**src/rtl/pulse_sequencer_pkg.sv**
```systemverilog
// pulse_sequencer_pkg: command codes and FSM state encoding shared by the pulse sequencer
package pulse_sequencer_pkg;
  localparam logic [7:0] SEQ_SLOT_SEL = 8'h20;
  localparam logic [7:0] SEQ_DELAY    = 8'h21;
  localparam logic [7:0] SEQ_WIDTH    = 8'h22;
  localparam logic [7:0] SEQ_NUM      = 8'h23;
  localparam logic [7:0] SEQ_ARM      = 8'h24;
  localparam logic [7:0] SEQ_STATUS   = 8'h25;
  typedef enum logic [1:0] {
    SEQ_ST_IDLE      = 2'd0,
    SEQ_ST_WAIT_TRIG = 2'd1,
    SEQ_ST_DELAY     = 2'd2,
    SEQ_ST_PULSE     = 2'd3
  } seq_state_e;
endpackage

```
**src/rtl/seq_slot_regs.sv**
```systemverilog
// seq_slot_regs: per-slot delay/width register file plus slot select and slot count
module seq_slot_regs
  import pulse_sequencer_pkg::*;
#(
  parameter int N_SLOTS = 4,
  parameter int CNT_W   = 24
) (
  input  logic                            clk_i,
  input  logic                            rst_i,
  input  logic [7:0]                      cmd_i,
  input  logic [15:0]                     bytecount_i,
  input  logic [7:0]                      wdata_i,
  input  logic                            write_i,
  input  logic                            busy_i,
  output logic [7:0]                      rdata_o,
  output logic [N_SLOTS-1:0][CNT_W-1:0]   delay_o,
  output logic [N_SLOTS-1:0][CNT_W-1:0]   width_o,
  output logic [4:0]                      num_eff_o
);
  localparam int SEL_W = N_SLOTS > 1 ? $clog2(N_SLOTS) : 1;
  localparam logic [7:0] N8 = 8'(N_SLOTS);
  logic [SEL_W-1:0] sel_q, sel_d;
  logic [N_SLOTS-1:0][CNT_W-1:0] delay_q, delay_d, width_q, width_d;
  logic [7:0] num_q, num_d;
  logic byte_ok, wr_en, first;
  logic [CNT_W-1:0] rd_word, rd_shift;

  function automatic logic [CNT_W-1:0] put_byte(logic [CNT_W-1:0] v, logic [1:0] b, logic [7:0] d);
    for (int i = 0; i < CNT_W; i++)
      if (i / 8 == int'(b)) v[i] = d[3'(i % 8)];
    return v;
  endfunction

  assign byte_ok = bytecount_i < 16'd3;
  assign first   = bytecount_i == 16'd0;
  assign wr_en   = write_i & byte_ok & ~busy_i;

  always_comb begin
    sel_d   = sel_q;
    delay_d = delay_q;
    width_d = width_q;
    num_d   = num_q;
    if (wr_en && first && cmd_i == SEQ_SLOT_SEL) sel_d = SEL_W'(wdata_i % N8);
    if (wr_en && cmd_i == SEQ_DELAY) delay_d[sel_q] = put_byte(delay_q[sel_q], bytecount_i[1:0], wdata_i);
    if (wr_en && cmd_i == SEQ_WIDTH) width_d[sel_q] = put_byte(width_q[sel_q], bytecount_i[1:0], wdata_i);
    if (wr_en && first && cmd_i == SEQ_NUM) num_d = wdata_i > N8 ? N8 : wdata_i;
  end

  assign rd_word  = cmd_i == SEQ_DELAY ? delay_q[sel_q] : width_q[sel_q];
  assign rd_shift = rd_word >> {bytecount_i[1:0], 3'b000};
  assign rdata_o  = !byte_ok ? 8'h00 :
                    (cmd_i == SEQ_DELAY || cmd_i == SEQ_WIDTH) ? rd_shift[7:0] :
                    (cmd_i == SEQ_NUM && first) ? num_q :
                    (cmd_i == SEQ_SLOT_SEL && first) ? 8'(sel_q) : 8'h00;
  // A stored count of zero still plays one slot
  assign num_eff_o = num_q == 8'd0 ? 5'd1 : num_q[4:0];
  assign delay_o   = delay_q;
  assign width_o   = width_q;

  always_ff @(posedge clk_i) begin
    if (rst_i) begin
      sel_q   <= '0;
      delay_q <= '0;
      width_q <= '0;
      num_q   <= 8'd1;
    end else begin
      sel_q   <= sel_d;
      delay_q <= delay_d;
      width_q <= width_d;
      num_q   <= num_d;
    end
  end
endmodule

```
**src/rtl/pulse_sequencer.sv**
```systemverilog
// pulse_sequencer: armed one-shot player of programmed (delay, width) pulse pairs on trigger_out
module pulse_sequencer
  import pulse_sequencer_pkg::*;
#(
  parameter int N_SLOTS = 4,
  parameter int CNT_W   = 24
) (
  input  logic        timerclk,
  input  logic        reset,
  input  logic        trigger_in,
  input  logic [7:0]  reg_cmd,
  input  logic [15:0] reg_bytecount,
  input  logic [7:0]  reg_data_in,
  output logic [7:0]  reg_data_out,
  input  logic        reg_read,
  input  logic        reg_write,
  output logic        trigger_out,
  output logic        busy,
  output logic        done
);
  localparam int SEL_W = N_SLOTS > 1 ? $clog2(N_SLOTS) : 1;
  seq_state_e state_q, state_d;
  logic [CNT_W-1:0] cnt_q, cnt_d;
  logic [3:0] slot_q, slot_d, slot_nx;
  logic trig_prev_q, done_q, done_d, out_q;
  logic arm_wr, arm, abort, trig_edge, last;
  logic [N_SLOTS-1:0][CNT_W-1:0] delay, width;
  logic [4:0] num_eff;
  logic [7:0] cfg_rdata, status;

  function automatic logic [CNT_W-1:0] at_least1(logic [CNT_W-1:0] v);
    return v == '0 ? CNT_W'(1) : v;
  endfunction

  seq_slot_regs #(.N_SLOTS(N_SLOTS), .CNT_W(CNT_W)) u_regs (
    .clk_i       (timerclk),
    .rst_i       (reset),
    .cmd_i       (reg_cmd),
    .bytecount_i (reg_bytecount),
    .wdata_i     (reg_data_in),
    .write_i     (reg_write),
    .busy_i      (busy),
    .rdata_o     (cfg_rdata),
    .delay_o     (delay),
    .width_o     (width),
    .num_eff_o   (num_eff)
  );

  assign arm_wr    = reg_write && reg_cmd == SEQ_ARM && reg_bytecount == 16'd0;
  assign abort     = arm_wr & reg_data_in[1];
  assign arm       = arm_wr & reg_data_in[0] & ~reg_data_in[1];
  assign trig_edge = trigger_in & ~trig_prev_q;
  assign slot_nx   = slot_q + 4'd1;
  assign last      = {1'b0, slot_q} == num_eff - 5'd1;

  always_comb begin
    state_d = state_q;
    cnt_d   = cnt_q;
    slot_d  = slot_q;
    done_d  = done_q;
    if (abort) state_d = SEQ_ST_IDLE;
    else case (state_q)
      SEQ_ST_IDLE: begin
        state_d = arm ? SEQ_ST_WAIT_TRIG : SEQ_ST_IDLE;
        done_d  = arm ? 1'b0 : done_q;
      end
      SEQ_ST_WAIT_TRIG: if (trig_edge) begin
        state_d = delay[0] == '0 ? SEQ_ST_PULSE : SEQ_ST_DELAY;
        cnt_d   = delay[0] == '0 ? at_least1(width[0]) - CNT_W'(1) : delay[0];
      end
      SEQ_ST_DELAY: begin
        state_d = cnt_q == CNT_W'(1) ? SEQ_ST_PULSE : SEQ_ST_DELAY;
        cnt_d   = cnt_q == CNT_W'(1) ? at_least1(width[SEL_W'(slot_q)]) - CNT_W'(1) : cnt_q - CNT_W'(1);
      end
      SEQ_ST_PULSE: begin
        // The gap before a later slot is forced to at least one cycle
        if (cnt_q != '0) cnt_d = cnt_q - CNT_W'(1);
        else if (last) begin
          state_d = SEQ_ST_IDLE;
          done_d  = 1'b1;
        end else begin
          state_d = SEQ_ST_DELAY;
          slot_d  = slot_nx;
          cnt_d   = at_least1(delay[SEL_W'(slot_nx)]);
        end
      end
      default: state_d = SEQ_ST_IDLE;
    endcase
    if (state_d == SEQ_ST_IDLE) slot_d = '0;
  end

  always_ff @(posedge timerclk) begin
    if (reset) begin
      state_q     <= SEQ_ST_IDLE;
      cnt_q       <= '0;
      slot_q      <= '0;
      trig_prev_q <= 1'b0;
      done_q      <= 1'b0;
      out_q       <= 1'b0;
    end else begin
      state_q     <= state_d;
      cnt_q       <= cnt_d;
      slot_q      <= slot_d;
      trig_prev_q <= trigger_in;
      done_q      <= done_d;
      out_q       <= state_d == SEQ_ST_PULSE;
    end
  end

  assign status       = {done_q, 2'b00, slot_q[2:0], state_q};
  assign reg_data_out = !reg_read ? 8'h00 :
                        reg_cmd == SEQ_STATUS ? (reg_bytecount == 16'd0 ? status : 8'h00) : cfg_rdata;
  assign trigger_out  = out_q;
  assign busy         = state_q != SEQ_ST_IDLE;
  assign done         = done_q;
endmodule

```
**config.mk**
```make
export PLATFORM = sky130hd
export DESIGN_NAME = pulse_sequencer
export DESIGN_NICKNAME = d
export VERILOG_FILES = /design/src/rtl/pulse_sequencer_pkg.sv /design/src/rtl/seq_slot_regs.sv /design/src/rtl/pulse_sequencer.sv
export SDC_FILE = /design/constraint.sdc
export NUM_CORES = 1
export LEC_CHECK = 0
export BUFFER_PORTS_ARGS = -buffer_cell sky130_fd_sc_hd__buf_2
export CAP_MARGIN = 20
export CORE_ASPECT_RATIO = 2
export CORE_UTILIZATION = 45
export DETAILED_ROUTE_END_ITERATION = 10
export SLEW_MARGIN = 20
export SYNTH_ARGS = -nofsm -noshare
export SYNTH_HDL_FRONTEND = slang
export SYNTH_SLANG_ARGS = --single-unit
```
**constraint.sdc**
```tcl
create_clock -name timerclk -period 3.23 [get_ports timerclk]
set_input_delay 0.646 -clock timerclk [delete_from_list [all_inputs] [get_ports timerclk]]
set_output_delay 0.646 -clock timerclk [all_outputs]
set_load 0.005 [all_outputs]
```
-- Word level (Yosys, flattened, before mapping)
Cells that the tools add are included.
Widths: inputs -> output; s select.
- bits in registers: 235
- input port bits: 37
- output and inout bits: 11
- logic and storage cells: 226
- add/sub/neg operators: 5
- magnitude comparators: 6
- equality and inequality tests: 19
- shifts and indexed selects: 1
- muxes and demuxes: 139
- bitwise gates (word level): 12
- reduce and logical (&&, ||, !) cells: 28
- operator list (kind ; number):
    $mux 24 ; 14
    $bmux 24 s2 ; 4
    $bwmux 96 ; 2
    $mux 1 ; 102
    $logic_not 24->1 ; 4
    $pmux 24 s3 ; 1
    $sub 24x1->24 const B ; 3
    $mux 8 ; 7
    $demux 24 s2 ; 1
    $eq 8x6->1 const B ; 6
    $eq 24x1->1 const B ; 1
    $reduce_bool 24->1 ; 1
    $shr 24x5->8 ; 1
    $logic_not 16->1 ; 1
    $lt 16x2->1 const B ; 1
    $logic_and 1x1->1 ; 10
    $mux 2 ; 5
    $lt 2x3->1 const B ; 3
    $gt 8x3->1 const B ; 1
    $logic_not 8->1 ; 1
    $ne 2x2->1 const B ; 4
    $pmux 2 s4 ; 1
    $reduce_and 4->1 ; 2
    $and 1x1->1 ; 6
    other kinds (17) ; 28

-- Depth between registers and ports, before layout
Gate-level depths: netlist (run 1).
- depth in word-level cells: 10
- gate-level depth with buffers: 16
- gate-level depth less buffers: 12

-- Hierarchy
Synthesis (run 1) repeated with hierarchy kept, for this count alone.
- cells, all modules: 1416
- area total of the unflattened synthesis: 13922.1 µm²
- modules (own cells, without submodules) (module ; times used ; cells an instance ; area each (µm²) ; seq. area each (µm²)):
    seq_slot_regs ; 1 ; 800 ; 8826.0 ; 4043.9
    pulse_sequencer ; 1 ; 616 ; 5096.1 ; 660.6

-- Worst setup path after synthesis (run 1)
OpenSTA, ideal clock, no wires.
- kind: register to register
- start: register slot_q[0]
- end: register cnt_q[4]
- library setup time: 0.118 ns
- arrival: 3.422 ns
- data required time: 3.112 ns
- setup slack: -0.310 ns
- cell stages (with the launch flop): 16
- path buffers: 3
- period minus slack after synthesis: 3.540 ns
- cell sequence: dfxtp_1 buf_2 buf_2 buf_2 mux4_2 or4_4 nor4_1 a31oi_1 ha_1 inv_1 nor3_1 xor2_1 o211ai_1 o211ai_1 nor3_1 nor2_1
- longest elaborated chain between the ends: 8
- elaborated cells between the ends (all ways): 17
- those cells by class: add/sub: 2; eq/ne: 2; mux: 10; reduce/logical: 3
- RTL lines (what ; line ; text):
    start: declaration ; pulse_sequencer.sv:24 ; logic [3:0] slot_q, slot_d, slot_nx;
    start signal: assignment ; pulse_sequencer.sv:103 ; slot_q <= slot_d;
    branches (longest 8 deep; another with $sub 24x1->24) ; - ;
    end signal: assignment ; pulse_sequencer.sv:102 ; cnt_q <= cnt_d;
    end: declaration ; pulse_sequencer.sv:23 ; logic [CNT_W-1:0] cnt_q, cnt_d;
Several ways; the timed one is not identified. The select of a mux whose other input is x is not followed.
A chain may end at the register's enable or synchronous reset.

-- Worst setup path after layout (run 1)
- start: register u_regs.sel_q[1]
- end: output reg_data_out[3]
- longest elaborated chain between the ends: 8
- elaborated cells between the ends (all ways): 10
- those cells by class: shift: 1; mux: 9
- RTL lines (what ; line ; text):
    start: declaration ; seq_slot_regs.sv:22 ; logic [SEL_W-1:0] sel_q, sel_d;
    start signal: assignment ; seq_slot_regs.sv:67 ; sel_q <= sel_d;
    $bmux 24 s2 ; seq_slot_regs.sv:49 ; assign rd_word = cmd_i == SEQ_DELAY ? delay_q[sel_q] : width_q[sel_q];
    $mux 24 (implied by the code) ; seq_slot_regs.sv:49 ;
    $mux 24 (*) ; seq_slot_regs.sv:49 ;
    $shr 24x5->8 (*) ; seq_slot_regs.sv:50 ; assign rd_shift = rd_word >> {bytecount_i[1:0], 3'b000};
    $mux 8 (*) ; seq_slot_regs.sv:52 ; (cmd_i == SEQ_DELAY || cmd_i == SEQ_WIDTH) ? rd_shift[7:0] :
    $mux 8 (*) ; seq_slot_regs.sv:51 ; assign rdata_o = !byte_ok ? 8'h00 :
    $mux 8 (*) ; pulse_sequencer.sv:112 ; reg_cmd == SEQ_STATUS ? (reg_bytecount == 16'd0 ? status : 8'h00) : cfg_rdata;
    $mux 8 (*) ; pulse_sequencer.sv:111 ; assign reg_data_out = !reg_read ? 8'h00 :
    end: declaration ; pulse_sequencer.sv:14 ; output logic [7:0] reg_data_out,
Every way passes the cells marked *; elsewhere a longest branch is shown, timed or not. The select of a mux whose other input is x is not followed.

==> results of run 1 <==
## stage by stage
| stage | setup WS, ps | cell area (µm²) | total power, W | hold slack [ps] |
|---|---|---|---|---|
| 2_1_floorplan | -30.49 | 13310 | 0.003047 | 444.3 |
| 3_3_place_gp | -262.1 | 14930 | 0.003116 | 462.9 |
| 3_5_place_dp | -270.2 | 14930 | 0.003118 | 468.1 |
| 4_1_cts | -99.99 | 16080 | 0.006053 | 326.2 |
| 5_1_grt | -185.5 | 16380 | 0.006177 | 366.7 |
| 6_report | -113.2 | 16380 | 0.006021 | 332.6 |
## final cells by class
class,count,share of cell area
Clock buffer,31,0.04200
Clock inverter,9,0.007866
Inverter,20,0.004582
Multi-Input combinational cell,1060,0.5109
Sequential cell,235,0.2883
Tap cell,360,0.02749
Timing Repair Buffer,222,0.1188
## routing by layer
layer	up-vias	track usage	routed length [µm]
met5	-	0	0
li1	5556	-	-
met2	521	0.5909	25720
met4	0	0.3037	5734
met3	222	0.05530	2923
met1	6015	0.3708	17640
## cells in the final DEF, fill, tap and decap left out, types with 9 or more instances in the layout
| master | instances |
|---|---|
| nor2_1 | 159 |
| mux2i_1 | 61 |
| dfxtp_1 | 228 |
| nand2_1 | 108 |
| a211oi_1 | 58 |
| or4_1 | 10 |
| a31oi_1 | 13 |
| o211ai_1 | 9 |
| a21oi_1 | 39 |
| buf_6 | 10 |
| buf_12 | 23 |
| xnor2_1 | 27 |
| a21boi_0 | 13 |
| nand4_1 | 14 |
| nor3_1 | 40 |
| buf_2 | 45 |
| nand3_1 | 30 |
| or3_1 | 16 |
| nor4_2 | 10 |
| xor2_1 | 27 |
| o22ai_1 | 12 |
| inv_1 | 19 |
| nor4_1 | 25 |
| o21ai_1 | 14 |
| nor2b_1 | 100 |
| buf_4 | 140 |
| mux4_2 | 96 |
| clkbuf_16 | 27 |
| o21ai_0 | 34 |
## state kept, by name, indices dropped and copies added (netlist names)
name            cells
trig_prev_q         1
u_regs.delay_o     96
state_q             2
u_regs.sel_q        2
u_regs.num_q        8
u_regs.width_o     96
cnt_q              24
done                1
trigger_out         1
slot_q              4
## report_power, final
part / total (W) / switching [W] / internal, W
Sequential: 0.00289 / 0.000000339 / 0.00289
Combinational: 0.000163 / 0.000120 / 0.0000431
Clock: 0.00296 / 0.00123 / 0.00174
Total: 0.00602 / 0.00135 / 0.00467
## critical path: cells and delay by family, from the launching register on
| family | cells | cell delay (ps) |
|---|---|---|
| flip-flops | 1 | 490 |
| buffers and inverters | 2 | 290 |
| multiplexers | 2 | 1110 |
| AO/OA/AOI/OAI | 2 | 250 |
## cell families after synthesis
group           after synthesis  synth area share
compound gates              258            0.1312
xor+xnor                     54           0.03569
fa+ha+maj                     7          0.006609
buf+inv                     122           0.03673
flops                       235            0.3550
mux                         164            0.2159
simple gates                577            0.2188
## path summary, 6_finish.rpt
check,slack (ps),to,from,depth (start not counted)
min reg2reg,480,u_regs.delay_o[62]$_SDFFE_PP0P_,u_regs.delay_o[62]$_SDFFE_PP0P_,1
min,330,trig_prev_q$_SDFF_PP0_,trigger_in,2
max reg2reg,-80,cnt_q[4]$_SDFFE_PP0P_,slot_q[1]$_SDFFE_PP0P_,14
max,-110,reg_data_out[3],u_regs.sel_q[1]$_SDFFE_PP0P_,6
## what timing repair did
action,CTS,global route
buffers inserted,16,7
gates cloned,1,2
pin swaps,10,29
gates resized for setup,40,46
setup endpoints to repair,18,28
==> insert_results.sql, run 1 <==
INSERT INTO impl_metrics (metric_group, metric, value, unit) VALUES
('logic_synthesis', 'sequential_share_of_the_synthesized_area', '0.3550', ''),
('die', 'coreArea', '0.02885', 'mm²'),
('clock_network', 'htreeDepth', '1', ''),
('global_route', 'initial_antenna_violation_count', '0', ''),
('clock_network', 'cts_hold_buffers', '0', ''),
('run_status', 'run_status', 'finished, violations left', ''),
('timing', 'portion_of_the_clock_cycle_consumed_by_the_worst_path_in_the_final_layout', '1.035', ''),
('clock_network', 'cts_root_buf', 'clkbuf_16', ''),
('timing', 'max_freq', '299.1', 'MHz'),
('global_route', 'grt_pass1_wl', '76.70', 'mm'),
('timing', 'maxSlewHeadroom', '0.3009', ''),
('layout', 'multiInputGateArea', '0.008371', 'mm²'),
('logic_synthesis', 'synth-seq-cells', '235', ''),
('routing', 'post-route-drc-count', '0', ''),
('critical_path', 'worst_path_max_delay_cell', 'mux4_2', ''),
('die', 'die_x', '123.3', 'µm'),
('layout', 'drive_gt1_frac', '0.2746', ''),
('placed_design', 'numPlacedInstances', '1871', ''),
('logic_synthesis', 'synth_top_cell_by_area', 'dfxtp_1', ''),
('logic_synthesis', 'yosys.cell_count.top_type', 'dfxtp_1', ''),
('critical_path', 'worst-endpoint-required', '2580', 'ps'),
('critical_path', 'critical_path.most_common_cell', 'mux4_2', ''),
('layout', 'area_growth', '23.63', '%'),
('critical_path', 'critical_path_arrival', '2700', 'ps'),
('power_and_ir_drop', 'pleak', '6.538', 'nW'),
('placed_design', 'io_buffers', '47', ''),
('hold_path', 'timing.hold.worst.class', 'in2reg', ''),
('logic_synthesis', 'synth_async_sr_flop_share', '0', ''),
('layout', 'utilization', '0.5679', ''),
('layout', 'layoutNonFillerInstCount', '1937', ''),
('die', 'top_level_ports', '48', ''),
('critical_path', 'worstPathMaxFanout', '8', ''),
('critical_path', 'worstSetupPathType', 'reg2out', ''),
('clock_network', 'tritoncts', 'done', ''),
('logic_synthesis', 'synth_enable_flop_cells', '0', ''),
('timing', 'period_minus_slack', '3343', 'ps'),
('logic_synthesis', 'synth_commonest_cells', '235 x dfxtp_1, 163 x nor2_1, 110 x nand2_1', ''),
('flow_run', 'max-cap-violations', '0', ''),
('logic_synthesis', 'yosys_most_used_dff', 'dfxtp_1', ''),
('die', 'std_cell_rows', '88', ''),
('global_route', 'groute.usage.overall', '0.3502', ''),
('timing', 'grt_setup_unrepaired', 'true', ''),
('routing', 'initialDrtViolationCount', '1024', ''),
('run_status', 'violated_checks', 'setup timing', ''),
('logic_synthesis', 'yosysTopAreaCellShare', '0.3550', ''),
('critical_path', 'cells_along_the_critical_path', 'buf_6 > mux4_2 > mux4_2 > a21oi_2 > o21ai_1 > buf_2', ''),
('clock_network', 'cts-buffers-inserted', '24', ''),
('layout', 'antenna_cells_inserted', '0', ''),
('timing', 'slew_violations', '0', ''),
('placed_design', 'place.detailed.hpwl', '38.58', 'mm'),
('logic_synthesis', 'synth.net_count', '1461', ''),
('power_and_ir_drop', 'irDropWorstVdd', '0.4060', 'mV'),
('timing', 'fin_ws', '-113.2', 'ps'),
('critical_path', 'timing.critical_path.slowest_cell_delay', '600', 'ps'),
('timing', 'timing.clock.skew', '14.27', 'ps'),
('timing', 'finalSetupViolations', '9', ''),
('timing', 'slew_at_the_pin_closest_to_its_max_slew_limit', '1049', 'ps'),
('routing', 'post_drt_via_cell_ratio', '6.357', ''),
('logic_synthesis', 'synth_top_cells_by_area', 'dfxtp_1 36%, mux4_2 16%, mux2i_1 4.9%, nor2b_1 4.7%, nor2_1 4.6%', ''),
('placed_design', 'gpl.final_weighted_congestion', '0.9950', ''),
('global_route', 'grt_overflow', '0', ''),
('global_route', 'grt_start_max_net_pins', '205', ''),
('routing', 'routed_wirelength', '52.02', 'mm'),
('routing', 'drt_pass1_iterations', '5', ''),
('die', 'floorplan.initialDensity', '0.4594', ''),
('logic_synthesis', 'synth.avg_cell_area', '9.352', 'µm²'),
('timing', 'finalHoldViolCount', '0', ''),
('routing', 'routedWlPerCell', '26.86', 'µm'),
('logic_synthesis', 'synth.cell_area', '0.01325', 'mm²'),
('clock_network', 'clk_pin_slew', '70', 'ps'),
('clock_network', 'clock_sink_count', '235', '');
Power figures use the tool's default switching activity.
==> run 2: changes to the inputs <==
ABC_AREA = 1   (was unset)
==> run 2 against run 1 <==
  * The run still ends with setup timing left
  * Utilization down 1.6 points
  * Final cell count grew 41%
  * Fmax increased by 0.52%
  * Wire length grew 22%
  * Sequential cell count stayed put
  * Sequential power barely moved
  * Clock skew is 0.72 ps higher
  * Sequential share of layout area down 1.1 points
  * Total power fell by 0.79%
  * Critical path depth increased by 6
  * Area after synthesis rose by 6.6%
  * Largest cell class unchanged
  * Largest power group is now sequential cells
==> insert_results.sql, run 2 <==
INSERT INTO impl_metrics (metric_group, metric, value, unit) VALUES
('run_status', 'run_status', 'finished, violations left', ''),
('run_status', 'violated_checks', 'setup timing', ''),
('logic_synthesis', 'synth.avg_cell_area', '6.489', 'µm²'),
('routing', 'num_vias', '15920', ''),
('critical_path', 'worstSetupPathType', 'reg2out', ''),
('critical_path', 'r2r-end', 'cnt_q[4]$_SDFFE_PP0P_', ''),
('routing', 'ant_nets', '0', ''),
('layout', 'mostFrequentLayoutCells', '367 x nand2_1, 288 x nor2_1, 245 x inv_1', ''),
('layout', 'finish.net_count', '2337', ''),
('clock_network', 'cts_root_buf', 'clkbuf_16', ''),
('layout', 'antenna_cells_inserted', '0', ''),
('logic_synthesis', 'synthMuxAreaShare', '0.0007086', ''),
('die', 'floorplan.initialDensity', '0.4578', ''),
('layout', 'drive_gt1_frac', '0.1467', ''),
('routing', 'post-route-drc-count', '0', ''),
('logic_synthesis', 'synth-seq-cells', '235', ''),
('global_route', 'grt_pass1_wl', '93.69', 'mm'),
('timing', 'grt_setup_unrepaired', 'true', ''),
('logic_synthesis', 'synth_async_sr_flop_share', '0', ''),
('logic_synthesis', 'synth_top_family_by_area', 'simple AND/OR/NAND/NOR gates', ''),
('global_route', 'groute.usage.overall', '0.3945', ''),
('routing', 'post_drt_via_cell_ratio', '5.832', ''),
('timing', 'slew_violations', '0', ''),
('logic_synthesis', 'sequential_share_of_the_synthesized_area', '0.3330', ''),
('logic_synthesis', 'synthCells', '2177', ''),
('logic_synthesis', 'synth_top_cells_by_area', 'dfxtp_1 33%, nand2_1 9.9%, a21oi_1 8.2%, nor2_1 7.7%, inv_1 6.7%', ''),
('timing', 'period_minus_slack', '3326', 'ps'),
('clock_network', 'clk_pin_slew', '70', 'ps'),
('critical_path', 'reg2regPathDepth', '15', ''),
('die', 'std_cell_rows', '91', ''),
('global_route', 'grt_overflow', '0', ''),
('layout', 'layout.cell_area.non_filler', '0.01703', 'mm²'),
('logic_synthesis', 'synth.cell_area', '0.01413', 'mm²'),
('clock_network', 'clock_insertion_delay_worst_skew', '550', 'ps'),
('timing', 'portion_of_the_clock_cycle_consumed_by_the_worst_path_in_the_final_layout', '1.030', ''),
('die', 'die_height', '252.6', 'µm'),
('clock_network', 'cts_hold_buffers', '0', ''),
('logic_synthesis', 'yosys.cell_count.top_type', 'nand2_1', ''),
('timing', 'max_freq', '300.7', 'MHz'),
('hold_path', 'min_to', 'trig_prev_q$_SDFF_PP0_', ''),
('critical_path', 'cp-end-kind', 'output port', ''),
('layout', 'final_common_cell', 'nand2_1', ''),
('layout', 'num-fill-cells', '3101', ''),
('die', 'top_level_ports', '48', ''),
('routing', 'initialDrtViolationCount', '1340', ''),
('hold_path', 'holdPathStages', '3', ''),
('critical_path', 'critPathLaunchType', 'flip-flop', ''),
('logic_synthesis', 'synthDistinctLibCells', '54', ''),
('power_and_ir_drop', 'power_per_cell_area', '350.7', 'mW/mm²'),
('logic_synthesis', 'synthAdderAreaFrac', '0.006200', ''),
('logic_synthesis', 'yosysTopAreaCellShare', '0.3330', ''),
('logic_synthesis', 'synth_compound_area_frac', '0.2484', ''),
('logic_synthesis', 'synth-xor-area-share', '0.02728', ''),
('die', 'floorplan.die_area', '0.03215', 'mm²'),
('timing', 'fin_ws', '-95.99', 'ps'),
('power_and_ir_drop', 'pleak', '7.400', 'nW'),
('logic_synthesis', 'yosys_most_used_dff', 'dfxtp_1', ''),
('routing', 'drt_pass1_iterations', '6', ''),
('timing', 'finalSetupViolations', '6', ''),
('critical_path', 'rrSetupSlack', '180', 'ps'),
('timing', 'finalHoldViolCount', '0', ''),
('critical_path', 'worst-endpoint-required', '2580', 'ps'),
('timing', 'slew_at_the_pin_closest_to_its_max_slew_limit', '912.5', 'ps'),
('placed_design', 'gpl.final_weighted_congestion', '0.9952', ''),
('power_and_ir_drop', 'irDropWorstVdd', '0.4416', 'mV'),
('critical_path', 'r2r_start', 'slot_q[0]$_SDFFE_PP0P_', ''),
('clock_network', 'htreeDepth', '1', ''),
('global_route', 'first_global_vias', '15250', ''),
('clock_network', 'clock_sink_count', '235', ''),
('flow_run', 'max-cap-violations', '0', ''),
('global_route', 'grt_start_max_net_pins', '113', ''),
('critical_path', 'worstPathMaxFanout', '6', ''),
('critical_path', 'critical_path_arrival', '2680', 'ps'),
('hold_path', 'hold_start', 'trigger_in', ''),
('die', 'die_x', '127.3', 'µm'),
('clock_network', 'clock_tree.buffer_depth', '3', ''),
('timing', 'maxSlewHeadroom', '0.3917', ''),
('layout', 'multiInputGateArea', '0.008140', 'mm²'),
('clock_network', 'tritoncts', 'done', ''),
('clock_network', 'cts-buffers-inserted', '24', ''),
('logic_synthesis', 'synth_top_cell_by_area', 'dfxtp_1', ''),
('placed_design', 'io_buffers', '47', ''),
('layout', 'area_growth', '20.58', '%'),
('logic_synthesis', 'synth.net_count', '2221', ''),
('logic_synthesis', 'synth_enable_flop_cells', '0', ''),
('logic_synthesis', 'synth_commonest_cells', '374 x nand2_1, 291 x nor2_1, 252 x inv_1', ''),
('logic_synthesis', 'post_synth_and_or_nand_nor_area_fraction', '0.2717', ''),
('placed_design', 'place.detailed.hpwl', '47.32', 'mm'),
('die', 'coreArea', '0.03086', 'mm²'),
('placed_design', 'postPlaceCellArea', '0.01543', 'mm²'),
('layout', 'layout.area.seq', '0.004716', 'mm²'),
('placed_design', 'pre_cts_ws', '69.13', 'ps'),
('global_route', 'initial_antenna_violation_count', '0', ''),
('hold_path', 'timing.hold.worst.class', 'in2reg', ''),
('timing', 'timing.clock.skew', '14.99', 'ps'),
('routing', 'routed_wirelength', '63.59', 'mm'),
('logic_synthesis', 'synth-warning-count', '0', ''),
('routing', 'routedWlPerCell', '23.30', 'µm');
[run 2: changes by cell type after synthesis, sizes merged, moves of 28 or more]
cell | previous run | this run
nand2 | 110 | 378
inv | 20 | 257
o21ai | 48 | 237
a21oi | 44 | 232
nor2 | 163 | 307
nand3 | 33 | 134
nor2b | 100 | 0
mux4 | 97 | 0
mux2i | 65 | 1
a211oi | 63 | 3
buf | 21 | 63
a22oi | 5 | 42
nor4 | 36 | 8
[run 2: timing repair]
action / 4_1_cts / 5_1_grt
gates resized for setup: 64 / 59
setup endpoints to repair: 8 / 14
cloned: 3 / 3
pin swaps: 9 / 28
buffers inserted: 16 / 10
[run 2: where the power goes]
group | internal (W) | switching (W) | leakage (nW)
clock | 0.00162 | 0.00125 | 0.393
combinational | 0.0000598 | 0.000145 | 5.11
sequential | 0.00289 | 0.000000162 | 1.89
total | 0.00457 | 0.00140 | 7.40
[run 2: through the flow]
stage	hold slack (ps)	total power [W]	cells	setup TNS, ps	utilization
floorplan	412.8	0.003065	2177	0	-
global placement	426.5	0.003156	2654	0	0.5002
detailed placement	429.4	0.003156	2654	0	0.5002
CTS	303.9	0.005996	2717	-60.41	0.5394
global route	322.6	0.006126	2729	-1132	0.5520
finish	317.1	0.005973	2729	-407.9	0.5520
[run 2: routing by layer]
| layer | GRT usage | vias to the layer above | routed length, µm |
|---|---|---|---|
| met3 | 0.05927 | 251 | 3833 |
| met5 | 0 | - | 0 |
| met4 | 0.3480 | 0 | 6361 |
| li1 | - | 7508 | - |
| met2 | 0.6899 | 666 | 31760 |
| met1 | 0.4047 | 7491 | 21640 |
[run 2: worst max-delay path by stage]
stage                                 start               to  slack (ps)  cells past startpoint
2_1_floorplan                    reg_cmd[7]  reg_data_out[0]         510                     10
3_3_place_gp               reg_bytecount[0]  reg_data_out[3]          30                     11
3_5_place_dp                     reg_cmd[7]  reg_data_out[0]          70                     14
4_1_cts        u_regs.sel_q[0]$_SDFFE_PP0P_  reg_data_out[2]         -30                     12
5_1_grt        u_regs.sel_q[0]$_SDFFE_PP0P_  reg_data_out[6]        -160                     12
6_report       u_regs.sel_q[0]$_SDFFE_PP0P_  reg_data_out[6]        -100                     12
[run 2: area by class of cell]
class / instances / share of cell area
clock inverter: 8 / 0.004261
inverter: 258 / 0.05847
timing repair buffer: 209 / 0.1097
clock buffer: 36 / 0.04209
multi-input combinational: 1565 / 0.4779
tap: 418 / 0.03071
sequential: 235 / 0.2769
[run 2: cells by family after synthesis]
kind of cell / count (synthesis)
simple gates: 892
compound gates: 621
buf+inv: 377
flops: 235
xor+xnor: 44
fa+ha+maj: 7
mux: 1
[run 2: worst max-delay path, stage by stage, from the launching register on]
cell	delay [ps]
dfxtp_4	380
buf_6	130
nor2_4	110
buf_12	150
clkinv_8	90
clkbuf_16	170
buf_6	120
o221ai_4	250
nand2_1	90
o211ai_1	110
o211ai_1	180
a21oi_2	200
buf_2	140
